==> src/rtl/dmem_arbiter.sv <==
// Two-requester arbiter in front of a single-port, 1-cycle-latency data memory.
// Round-robin grants with a capped burst lock; read data is steered back to its requester.
module dmem_arbiter #(
  parameter int ADDR_W    = 10,
  parameter int MAX_BURST = 4
) (
  input  logic              clk,
  input  logic              reset_n,
  input  logic              m0_req,
  input  logic              m0_we,
  input  logic              m0_lock,
  input  logic [ADDR_W-1:0] m0_addr,
  input  logic [31:0]       m0_wdata,
  output logic              m0_gnt,
  output logic              m0_rvalid,
  output logic [31:0]       m0_rdata,
  input  logic              m1_req,
  input  logic              m1_we,
  input  logic              m1_lock,
  input  logic [ADDR_W-1:0] m1_addr,
  input  logic [31:0]       m1_wdata,
  output logic              m1_gnt,
  output logic              m1_rvalid,
  output logic [31:0]       m1_rdata,
  output logic              mem_en,
  output logic              mem_we,
  output logic [ADDR_W-1:0] mem_addr,
  output logic [31:0]       mem_wdata,
  input  logic [31:0]       mem_rdata
);

  localparam int DATA_W = 32;

  typedef enum logic {UNLOCKED, LOCKED} lock_state_t;

  lock_state_t       r_state;
  logic              r_lock_owner;
  logic [7:0]        r_burst_cnt;
  logic              r_last_grant;
  logic              r_rd_vld_p1;
  logic              r_rd_id_p1;
  logic [DATA_W-1:0] r_m0_rdata;
  logic [DATA_W-1:0] r_m1_rdata;

  logic              w_gnt0;
  logic              w_gnt1;
  logic              w_any;
  logic              w_idx;
  logic              w_owner_req;
  logic              w_owner_lock;
  logic              w_sel_we;
  logic              w_sel_lock;
  logic [8:0]        w_cnt_next;

  // Grant decision is combinational so a request can be accepted in the cycle it rises.
  always_comb begin
    w_gnt0      = 1'b0;
    w_gnt1      = 1'b0;
    w_owner_req = r_lock_owner ? m1_req : m0_req;
    if (!reset_n) begin
      w_gnt0 = 1'b0;
      w_gnt1 = 1'b0;
    end else if (r_state == LOCKED) begin
      if (w_owner_req) begin
        w_gnt0 = ~r_lock_owner;
        w_gnt1 = r_lock_owner;
      end
    end else if (m0_req && m1_req) begin
      w_gnt0 = r_last_grant;
      w_gnt1 = ~r_last_grant;
    end else begin
      w_gnt0 = m0_req;
      w_gnt1 = m1_req;
    end
  end

  assign w_any        = w_gnt0 | w_gnt1;
  assign w_idx        = w_gnt1;
  assign w_owner_lock = r_lock_owner ? m1_lock : m0_lock;
  assign w_sel_we     = w_gnt1 ? m1_we : m0_we;
  assign w_sel_lock   = w_gnt1 ? m1_lock : m0_lock;
  assign w_cnt_next   = {1'b0, r_burst_cnt} + 9'd1;

  assign m0_gnt    = w_gnt0;
  assign m1_gnt    = w_gnt1;
  assign mem_en    = w_any;
  assign mem_we    = w_any & w_sel_we;
  assign mem_addr  = w_gnt1 ? m1_addr  : (w_gnt0 ? m0_addr  : '0);
  assign mem_wdata = w_gnt1 ? m1_wdata : (w_gnt0 ? m0_wdata : '0);

  always_ff @(posedge clk or negedge reset_n) begin
    if (!reset_n) begin
      r_state      <= UNLOCKED;
      r_lock_owner <= 1'b0;
      r_burst_cnt  <= 8'd0;
      r_last_grant <= 1'b1;
    end else begin
      if (w_any) r_last_grant <= w_idx;
      case (r_state)
        UNLOCKED: begin
          // With MAX_BURST == 1 the first locked beat is also the last one.
          if (w_any && w_sel_lock && (MAX_BURST > 1)) begin
            r_state      <= LOCKED;
            r_lock_owner <= w_idx;
            r_burst_cnt  <= 8'd1;
          end
        end
        LOCKED: begin
          if (!w_owner_lock) begin
            r_state     <= UNLOCKED;
            r_burst_cnt <= 8'd0;
          end else if (w_any) begin
            if (w_cnt_next >= 9'(MAX_BURST)) begin
              r_state     <= UNLOCKED;
              r_burst_cnt <= 8'd0;
            end else begin
              r_burst_cnt <= w_cnt_next[7:0];
            end
          end
        end
      endcase
    end
  end

  // Stage p1: memory returns read data one cycle after the grant.
  always_ff @(posedge clk or negedge reset_n) begin
    if (!reset_n) begin
      r_rd_vld_p1 <= 1'b0;
      r_rd_id_p1  <= 1'b0;
      r_m0_rdata  <= '0;
      r_m1_rdata  <= '0;
    end else begin
      r_rd_vld_p1 <= w_any & ~w_sel_we;
      r_rd_id_p1  <= w_idx;
      if (r_rd_vld_p1 && !r_rd_id_p1) r_m0_rdata <= mem_rdata;
      if (r_rd_vld_p1 &&  r_rd_id_p1) r_m1_rdata <= mem_rdata;
    end
  end

  assign m0_rvalid = r_rd_vld_p1 & ~r_rd_id_p1;
  assign m1_rvalid = r_rd_vld_p1 &  r_rd_id_p1;
  assign m0_rdata  = m0_rvalid ? mem_rdata : r_m0_rdata;
  assign m1_rdata  = m1_rvalid ? mem_rdata : r_m1_rdata;

endmodule
==> config.mk <==
export PLATFORM = sky130hd
export DESIGN_NAME = dmem_arbiter
export DESIGN_NICKNAME = d
export VERILOG_FILES = /design/src/rtl/dmem_arbiter.sv
export SDC_FILE = /design/constraint.sdc
export NUM_CORES = 1
export LEC_CHECK = 0
export CAP_MARGIN = 20
export CORE_UTILIZATION = 32
export DETAILED_ROUTE_END_ITERATION = 8
export HOLD_SLACK_MARGIN = 0.15
export PLACE_DENSITY_LB_ADDON = 0.1
export SKIP_LAST_GASP = 1
export SLEW_MARGIN = 0
export SYNTH_ARGS = -nofsm -noshare
export SYNTH_HDL_FRONTEND = slang
export SYNTH_SLANG_ARGS = --single-unit
export TNS_END_PERCENT = 100
==> constraint.sdc <==
create_clock -name clk -period 1.73 [get_ports clk]
set_input_delay 0.346 -clock clk [delete_from_list [all_inputs] [get_ports clk]]
set_output_delay 0.346 -clock clk [all_outputs]
set_load 0.005 [all_outputs]
==> impl_metrics.py, run 1 <==
metrics = {
    "timing": {
        "setup_viol": 123,
        "fin_ws_ns": -0.727,
        "maxSlewHeadroom": 0.383,
        "final.setup.tns_ns": -50.07,
        "tightest_slew_ns": 0.926,
        "max_freq_mhz": 407,
        "drv_slew": 0,
        "hold_violations": 0,
        "clock_skew_ns": 0.0140,
        "finalCritPeriodShare": 1.42,
        "period_needed_ns": 2.46,
        "rsz0062_at_grt": "true",
    },
    "placed_design": {
        "dpl.hpwl_mm": 9.34,
        "port-buffer-count": 235,
        "dp_slack_ns": -0.843,
        "gp_routability_congestion": 0.917,
    },
    "global_routing": {
        "grt_pass1_vias": 4064,
        "gr-total-overflow": 0,
        "antenna_found_initial": 0,
        "grt_max_degree": 75,
        "gr-usage-met2": 0.517,
        "grt_pass1_wl_mm": 22.1,
        "grt_usage": 0.263,
        "top_usage_layer": "met2",
        "use_met3": 0.0626,
        "grtUsageMet1": 0.256,
    },
    "clocking": {
        "cts_tree": "done",
        "cts_sinks": 77,
        "tritoncts.num_buffers": 9,
        "htree_levels": 3,
        "clockRootBuffer": "clkbuf_8",
        "insertion_delay_ns": 0.35,
        "clk_pin_slew_worst_paths_ns": 0.08,
        "max-clock-path-buffers": 2,
    },
    "final_layout": {
        "layout_commonest_cell": "clkdlybuf4s50_1",
        "area.sequential_um2": 1930,
        "n_fill_cell": 690,
        "drive_gt1_frac": 0.554,
        "area_delta_synth_final_pct": 128,
        "nets": 746,
        "final_cell_mix": "clkdlybuf4s50_1 (121), buf_6 (110), dfrtp_1 (75), mux2_4 (64), buf_4 (54)",
        "multi_input_area_um2": 1840,
        "n_antenna_cell": 0,
    },
    "floorplan": {
        "rows": 37,
        "die_h_um": 107,
        "core_um2": 10500,
        "initial_core_util": 0.335,
        "pin_count": 236,
        "fp.dieW_um": 107,
        "die_area_um2": 11400,
    },
    "synthesis": {
        "synthTopCellsByArea": "dfrtp_1 (54%), mux2_2 (20%), a22o_1 (11%)",
        "synth-edff-count": 0,
        "ys_ff_latch": 77,
        "syn-num-nets": 385,
        "synth_warnings": 0,
        "synth.distinct_cells": 38,
        "syn_inst": 260,
        "syn_avg_cell_area_um2": 13.5,
        "synth_flop_cell": "dfrtp_1",
        "synth_top_cell_area_share": 0.540,
        "yosysTopAreaCell": "dfrtp_1",
        "syn_area_um2": 3520,
        "async_reset_ff_frac": 1.00,
        "ys_seq_area_frac": 0.548,
    },
    "worst_setup_path": {
        "critical_path_class": "flop to primary output",
        "setup.worst_path.start_class": "flop",
        "crit_required_ns": 1.38,
        "cp_max_fo": 6,
        "arrival_ns": 2.11,
        "end_kind": "primary output",
    },
    "power": {
        "power_per_cell_area_nw_per_um2": 1390,
        "peakVddDrop_mv": 0.772,
        "swShare": 0.292,
        "p_seq_frac": 0.263,
        "switchingPower_mw": 3.26,
        "p_total_mw": 11.1,
        "pwr-share-comb": 0.602,
        "p_leak_nw": 4.01,
        "p_clk_frac": 0.134,
        "internal_power_mw": 7.89,
    },
    "routing": {
        "ant_nets": 0,
        "post-route-drc-count": 0,
        "routed_wirelength_mm": 15.5,
        "drtIter0Drc": 143,
        "avgViaCountPerCell": 4.89,
        "dr.pass1.iters": 4,
        "dr_total_vias": 3728,
        "wl_per_cell_um": 20.3,
    },
    "outcome": {
        "violations": "negative setup slack",
        "outcome": "finished, violations left",
    },
    "worst_hold_path": {
        "hold_class": "primary input to async pin",
    },
    "job": {
        "cap_violations": 0,
    },
}
-- sequential cells by signal (all words and copies together) (netlist names) --
name / flops
r_state: 1
r_last_grant: 1
r_m0_rdata: 32
r_m1_rdata: 32
r_rd_id_p1: 1
r_burst_cnt: 8
r_rd_vld_p1: 1
r_lock_owner: 1
-- per-stage QoR --
step | instance area [um2] | hold slack, ns | util | instances
finish | 8010 | 0.188 | 0.763 | 762
global route | 8010 | 0.182 | 0.763 | 762
CTS | 7760 | 0.168 | 0.739 | 739
detailed placement | 6250 | 0.383 | 0.594 | 643
global placement | 6250 | 0.381 | 0.594 | 643
floorplan | 3520 | 0.0504 | - | 260
-- worst max-delay path: stages, from the launching register on --
cell,delay [ns]
dfstp_2,0.55
buf_6,0.10
nand2_2,0.03
o2111a_2,0.35
buf_6,0.15
buf_6,0.11
buf_6,0.10
a22o_1,0.23
buf_2,0.14
-- layout make-up --
| cell class | instances | share of cell area |
|---|---|---|
| inverter | 5 | 0.00234 |
| sequential | 77 | 0.241 |
| clock inverter | 7 | 0.0122 |
| clock buffer | 9 | 0.0155 |
| multi-input combinational | 160 | 0.229 |
| timing repair buffer | 368 | 0.479 |
| tap | 136 | 0.0212 |
-- per-layer routing --
layer / routed length, um / part of all wire / vias up
li1: - / - / 1699
met1: 5240 / 0.34 / 1819
met2: 8720 / 0.56 / 174
met3: 988 / 0.064 / 36
met4: 527 / 0.034 / 0
met5: 0 / 0 / -
-- cell usage after synthesis (2+ instances only) --
master / instances
buf_4: 4
mux2_2: 64
a21oi_1: 2
a21boi_0: 2
and2_1: 2
mux2i_1: 2
inv_1: 4
a31oi_1: 2
nor2b_1: 2
dfrtp_1: 76
and3_1: 8
a211oi_2: 2
clkbuf_1: 2
or2_2: 2
a22o_1: 43
buf_2: 11
nor2_1: 2
o22ai_1: 2
nand2b_1: 2
o21ai_0: 4
nand2_1: 5
-- path summary, 6_finish.rpt --
check,end,from,cells past startpoint,slack (ns)
worst min-delay path,r_last_grant,reset_n,3,0.19
worst max-delay path,mem_addr[7],r_last_grant,8,-0.73
max in group asynchronous,r_rd_vld_p1,reset_n,2,0.79
worst min register to register,r_m1_rdata[31],r_m1_rdata[31],1,0.50
worst max register to register,r_burst_cnt[0],r_last_grant,8,-0.16
min in group clk,r_m1_rdata[31],r_m1_rdata[31],1,0.50
-- what timing repair did --
item | 4_1_cts | 5_1_grt
setup endpoints to repair | 120 | 122
buffers inserted | 67 | 38
hold buffers | 1 | 0
gates cloned | 12 | 2
hold endpoints to repair | 2 | 0
resized for setup | 493 | 153
pin swaps | 11 | 41
-- power by group through the flow --
stage	sequential, mW	clock (mW)	combinational [mW]
global route	3.02	1.62	7.10
global placement	2.85	0	4.52
CTS	2.90	1.54	6.14
floorplan	2.80	0	1.75
detailed placement	2.89	0	4.59
finish	2.94	1.50	6.71
-- cells by family after synthesis --
group,Yosys count,synth area share
buffers and inverters,23,0.0348
AND/OR/NAND/NOR,30,0.0498
adder cells (fa/ha/maj),1,0.00355
flip-flops,77,0.548
multiplexers,66,0.210
AO/OA/AOI/OAI,63,0.154
Note: power is estimated with default switching activity, not from simulation.
==> inputs of run 2 (changes only) <==
--- a/config.mk
+++ b/config.mk
@@ -6,6 +6,7 @@
 export NUM_CORES = 1
 export LEC_CHECK = 0
 export CAP_MARGIN = 20
+export CORE_ASPECT_RATIO = 1.25
 export CORE_UTILIZATION = 32
 export DETAILED_ROUTE_END_ITERATION = 8
 export HOLD_SLACK_MARGIN = 0.15
==> run 2 against run 1 <==
Effect of this change:
- combinational power fell by 4.0%
- non-clock buffer count down 8
- register-to-register slack improved by 0.06 ns
- fmax up 5.8%
- largest power group unchanged
- critical path type unchanged
- global-route usage is 0.28 points higher
- flip-flop and latch count unchanged
- core utilization shrank 1.0 points
- via count is 0.35% lower
- worst setup slack improved by 0.14 ns
- critical endpoint is now mem_wdata[12]
- the flow still finishes with violations (negative setup slack)
- final cell count down 1.7%
- sequential power hardly changed
- die area barely moved
==> impl_metrics.py, run 2 (synthesis gave the netlist of run 1 again) <==
metrics = {
    "clocking": {
        "clockRootBuffer": "clkbuf_16",
        "htree_levels": 3,
        "insertion_delay_ns": 0.34,
        "cts_tree": "done",
        "max-clock-path-buffers": 2,
        "clk_pin_slew_worst_paths_ns": 0.06,
        "tritoncts.num_buffers": 9,
        "cts_sinks": 77,
    },
    "global_routing": {
        "grt_max_degree": 61,
        "grt_pass1_vias": 3962,
        "antenna_found_initial": 0,
        "grt_usage": 0.265,
        "gr-total-overflow": 0,
        "grt_pass1_wl_mm": 21.8,
    },
    "worst_setup_path": {
        "end_kind": "primary output",
        "r2r-end": "r_burst_cnt[0]",
        "crit_required_ns": 1.38,
        "cp_max_fo": 5,
        "critical_path_class": "flop to primary output",
        "arrival_ns": 1.98,
        "reg2reg_slack_ns": -0.10,
        "r2r_cells": 7,
        "reg2reg_from": "r_last_grant",
        "setup.worst_path.start_class": "flop",
    },
    "worst_hold_path": {
        "hp-start": "reset_n",
        "hold_path_end": "r_last_grant",
        "hold_path_depth": 4,
        "hold_class": "primary input to flop",
    },
    "placed_design": {
        "gp_routability_congestion": 0.802,
        "port-buffer-count": 235,
        "dp_slack_ns": -0.883,
        "placed_area_um2": 6210,
        "dpl.hpwl_mm": 9.60,
    },
    "power": {
        "internal_power_mw": 8.10,
        "switchingPower_mw": 3.29,
        "swShare": 0.289,
        "p_leak_nw": 3.96,
        "p_seq_frac": 0.260,
        "p_total_mw": 11.4,
        "pwr-share-comb": 0.565,
        "p_clk_frac": 0.175,
        "power_per_cell_area_nw_per_um2": 1420,
        "peakVddDrop_mv": 0.611,
    },
    "floorplan": {
        "fp.dieW_um": 95.8,
        "rows": 42,
        "die_h_um": 119,
        "core_um2": 10700,
        "die_area_um2": 11400,
        "initial_core_util": 0.330,
        "pin_count": 236,
    },
    "routing": {
        "drtIter0Drc": 105,
        "ant_nets": 0,
        "dr.pass1.iters": 4,
        "post-route-drc-count": 0,
        "dr_total_vias": 3715,
        "wl_per_cell_um": 20.9,
        "routed_wirelength_mm": 15.6,
        "avgViaCountPerCell": 4.96,
    },
    "final_layout": {
        "drive_gt1_frac": 0.549,
        "largestRegisters": "r_m0_rdata x32, r_m1_rdata x32, r_burst_cnt x8",
        "finalInstanceArea_um2": 8030,
        "multi_input_area_um2": 1840,
        "area.sequential_um2": 1930,
        "layout_commonest_cell": "clkdlybuf4s50_1",
        "area_delta_synth_final_pct": 128,
        "utilization": 0.752,
        "n_antenna_cell": 0,
        "n_fill_cell": 704,
        "nets": 738,
        "final_cell_mix": "clkdlybuf4s50_1 (121), buf_6 (114), dfrtp_1 (75), mux2_4 (64), buf_4 (43)",
    },
    "timing": {
        "fin_ws_ns": -0.592,
        "clock_skew_ns": 0.00636,
        "drv_slew": 0,
        "tightest_slew_ns": 0.577,
        "period_needed_ns": 2.32,
        "hold_violations": 0,
        "max_freq_mhz": 431,
        "maxSlewHeadroom": 0.615,
        "finalCritPeriodShare": 1.34,
        "setup_viol": 121,
        "hold_slack_ns": 0.423,
        "rsz0062_at_grt": "true",
    },
    "outcome": {
        "outcome": "finished, violations left",
        "violations": "negative setup slack",
    },
    "job": {
        "cap_violations": 0,
    },
}
run 2: cell types whose count changed in the layout (fill, tap and decap cells not counted), sizes merged:
cell           previous run  this run
bufbuf                    1         0
dlymetal6s2s              4         1
clkinv                    2         3
dlygate4sd3               1         2
clkbuf                   25        35
inv                       6         4
buf                     223       208
clkdlybuf4s15             1         0
dlygate4sd2               1         2
run 2: per-stage QoR:
| stage | TNS [ns] | std cells |
|---|---|---|
| 2_1_floorplan | 0 | 260 |
| 3_3_place_gp | -50.10 | 638 |
| 3_5_place_dp | -50.49 | 638 |
| 4_1_cts | -50.23 | 728 |
| 5_1_grt | -52.47 | 749 |
| 6_report | -46.55 | 749 |
run 2: critical path: stages (launching register included):
cell and delay [ns]:
dfstp_2 0.57, nand2_2 0.05, o2111a_2 0.29, clkbuf_16 0.16, buf_8 0.13, buf_6 0.11
a22o_1 0.19, buf_2 0.12
run 2: how the worst max path moves through the flow:
stage / startpoint / to / slack, ns / cells after the start
2_1_floorplan: r_last_grant / mem_addr[2] / 0.04 / 5
3_3_place_gp: m0_req / mem_wdata[1] / -0.89 / 6
3_5_place_dp: m0_req / mem_wdata[1] / -0.88 / 6
4_1_cts: r_last_grant / mem_wdata[3] / -0.65 / 5
5_1_grt: r_last_grant / mem_wdata[6] / -0.65 / 7
6_report: r_last_grant / mem_wdata[12] / -0.59 / 7
run 2: final cells by class:
class                           count  share of cell area
Tap cell                          132              0.0206
Clock inverter                      6              0.0111
Inverter                            5             0.00327
Multi-Input combinational cell    160               0.229
Timing Repair Buffer              360               0.468
Sequential cell                    77               0.240
Clock buffer                        9              0.0281
run 2: what timing repair did:
action                                  4_1_cts  5_1_grt
cloned                                       10        1
pin swaps                                    17       24
hold buffers                                  2        0
endpoints found under the setup margin      120      183
endpoints found under the hold margin        17        0
gates resized for setup                     514      167
setup buffers                                64       33
run 2: metal layers:
| metal | wire length [um] | part of all wire | vias to the layer above | GRT usage |
|---|---|---|---|---|
| met4 | 446 | 0.029 | 0 | 0.0849 |
| met2 | 8500 | 0.54 | 186 | 0.496 |
| met5 | 0 | 0 | - | 0 |
| li1 | - | - | 1685 | - |
| met1 | 5470 | 0.35 | 1814 | 0.281 |
| met3 | 1220 | 0.078 | 30 | 0.0696 |
run 2: power by group through the flow:
stage / Combinational (mW) / Clock, mW / Sequential, mW
2_1_floorplan: 1.75 / 0 / 2.80
3_3_place_gp: 4.52 / 0 / 2.85
3_5_place_dp: 4.58 / 0 / 2.89
4_1_cts: 5.94 / 2.02 / 2.92
5_1_grt: 6.78 / 2.10 / 3.03
6_report: 6.44 / 1.99 / 2.96
==> inputs of run 3 (changes only) <==
--- a/config.mk
+++ b/config.mk
@@ -9,8 +9,10 @@
 export CORE_ASPECT_RATIO = 1.25
 export CORE_UTILIZATION = 32
 export DETAILED_ROUTE_END_ITERATION = 8
+export GPL_TIMING_DRIVEN = 0
 export HOLD_SLACK_MARGIN = 0.15
 export PLACE_DENSITY_LB_ADDON = 0.1
+export REMOVE_ABC_BUFFERS = 1
 export SKIP_LAST_GASP = 1
 export SLEW_MARGIN = 0
 export SYNTH_ARGS = -nofsm -noshare
==> run 3 against run 2 <==
Effect of this change:
- the flow still finishes with violations (negative setup slack)
- design area shrank 2.0%
- register-to-register slack lost 0.06 ns
- die area is the same
- wire length grew 0.31%
- core utilization shrank 1.5 points
- worst hold slack lost 0.12 ns
- sequential share of layout area grew 0.58 points
- sequential power is essentially flat
- critical path type is now primary input to primary output
- critical endpoint is now mem_wdata[4]
- largest power group unchanged
==> impl_metrics.py, run 3 (synthesis gave the netlist of run 1 again) <==
metrics = {
    "outcome": {
        "outcome": "finished, violations left",
        "violations": "negative setup slack",
    },
    "clocking": {
        "cts_sinks": 77,
        "htree_levels": 3,
        "tritoncts.num_buffers": 9,
        "clk_pin_slew_worst_paths_ns": 0.06,
        "max-clock-path-buffers": 2,
        "cts_tree": "done",
        "insertion_delay_ns": 0.33,
        "clockRootBuffer": "clkbuf_16",
    },
    "timing": {
        "max_freq_mhz": 441,
        "clock_skew_ns": 0.00641,
        "tightest_slew_ns": 0.611,
        "drv_slew": 0,
        "maxSlewHeadroom": 0.581,
        "period_needed_ns": 2.27,
        "hold_violations": 0,
        "setup_viol": 122,
        "rsz0062_at_grt": "true",
        "fin_ws_ns": -0.536,
        "finalCritPeriodShare": 1.31,
        "final.setup.tns_ns": -44.65,
    },
    "worst_hold_path": {
        "hold_path_depth": 3,
        "hp-start": "reset_n",
        "hold_path_end": "r_last_grant",
        "hold_class": "primary input to flop",
    },
    "power": {
        "internal_power_mw": 7.66,
        "power_per_cell_area_nw_per_um2": 1390,
        "p_leak_nw": 3.92,
        "switchingPower_mw": 3.23,
        "pwr-share-comb": 0.554,
        "p_clk_frac": 0.172,
        "swShare": 0.296,
        "peakVddDrop_mv": 0.568,
        "p_seq_frac": 0.274,
    },
    "floorplan": {
        "die_h_um": 119,
        "die_area_um2": 11400,
        "initial_core_util": 0.330,
        "core_um2": 10700,
        "rows": 42,
        "pin_count": 236,
        "fp.dieW_um": 95.8,
    },
    "worst_setup_path": {
        "reg2reg_slack_ns": -0.16,
        "r2r_cells": 8,
        "reg2reg_from": "r_last_grant",
        "end_kind": "primary output",
        "cp_max_fo": 10,
        "crit_required_ns": 1.38,
        "critical_path_class": "primary input to primary output",
        "setup.worst_path.start_class": "primary input",
        "arrival_ns": 1.92,
        "r2r-end": "r_burst_cnt[1]",
    },
    "placed_design": {
        "dpl.hpwl_mm": 8.64,
        "dp_cells": 612,
        "port-buffer-count": 235,
        "dp_slack_ns": -1.26,
        "gp_routability_congestion": 0.795,
    },
    "global_routing": {
        "antenna_found_initial": 0,
        "grt_max_degree": 47,
        "grt_pass1_vias": 4043,
        "grt_pass1_wl_mm": 21.6,
        "grt_usage": 0.261,
        "gr-total-overflow": 0,
    },
    "final_layout": {
        "final_cell_mix": "clkdlybuf4s50_1 (121), buf_6 (101), dfrtp_1 (72), mux2_4 (50), buf_4 (47)",
        "largestRegisters": "r_m0_rdata x32, r_m1_rdata x32, r_burst_cnt x8",
        "fin_cells": 754,
        "area_delta_synth_final_pct": 123,
        "area.sequential_um2": 1940,
        "n_antenna_cell": 0,
        "n_fill_cell": 702,
        "nets": 742,
        "utilization": 0.737,
        "multi_input_area_um2": 1930,
        "layout_commonest_cell": "clkdlybuf4s50_1",
        "drive_gt1_frac": 0.521,
    },
    "routing": {
        "dr.pass1.iters": 4,
        "avgViaCountPerCell": 5.03,
        "post-route-drc-count": 0,
        "routed_wirelength_mm": 15.7,
        "drtIter0Drc": 105,
        "dr_total_vias": 3793,
        "wl_per_cell_um": 20.8,
        "ant_nets": 0,
    },
    "job": {
        "cap_violations": 0,
    },
}
## run 3: layer usage
layer | share of wire | track usage
met5 | 0 | 0
met4 | 0.055 | 0.166
met3 | 0.069 | 0.0664
met2 | 0.53 | 0.466
met1 | 0.34 | 0.260
## run 3: power by group through the flow
| stage | Clock, mW | Sequential [mW] | Combinational, mW |
|---|---|---|---|
| after floorplan | 0 | 2.82 | 1.67 |
| after global placement | 0 | 2.88 | 4.23 |
| after detailed placement | 0 | 2.92 | 4.32 |
| after CTS | 1.90 | 2.94 | 5.54 |
| after global routing | 1.98 | 3.07 | 6.39 |
| final | 1.87 | 2.99 | 6.03 |
## run 3: per-stage QoR
stage          hold WS [ns]  cell area [um2]  total power, mW
2_1_floorplan        0.0504             3420             4.49
3_3_place_gp          0.477             5930             7.11
3_5_place_dp          0.331             6000             7.24
4_1_cts               0.291             7350             10.4
5_1_grt               0.302             7860             11.4
6_report              0.302             7860             10.9
## run 3: area by class of cell
type / instances / area share
Inverter: 5 / 0.00239
Tap cell: 132 / 0.0210
Timing Repair Buffer: 353 / 0.447
Multi-Input combinational cell: 171 / 0.246
Clock inverter: 3 / 0.00573
Sequential cell: 77 / 0.246
Clock buffer: 13 / 0.0318
## run 3: timing repair
| item | in CTS | in global routing |
|---|---|---|
| cloned | 11 | 2 |
| setup buffers | 78 | 48 |
| resized for setup | 467 | 114 |
| pin swaps | 31 | 25 |
| hold buffers | 2 | 0 |
| setup endpoints to repair | 124 | 122 |
| hold endpoints to repair | 30 | 0 |
## run 3: worst max-delay path by stage
stage            startpoint              to  slack (ns)  cells after the start
2_1_floorplan       r_state  r_burst_cnt[1]       -1.38                      4
3_3_place_gp        reset_n   mem_wdata[24]       -5.69                      5
3_5_place_dp         m0_req   mem_wdata[21]       -1.26                      7
4_1_cts        r_last_grant   mem_wdata[14]       -0.57                      6
5_1_grt              m1_req    mem_wdata[5]       -0.59                      8
6_report             m1_req    mem_wdata[4]       -0.54                      8
## run 3: worst max-delay path, stage by stage
cell and delay, ns:
clkdlybuf4s15_1 0.39, nor2b_4 0.25, a211oi_4 0.28, buf_8 0.16, buf_12 0.11, buf_8 0.11, a22o_1 0.13, buf_2 0.14
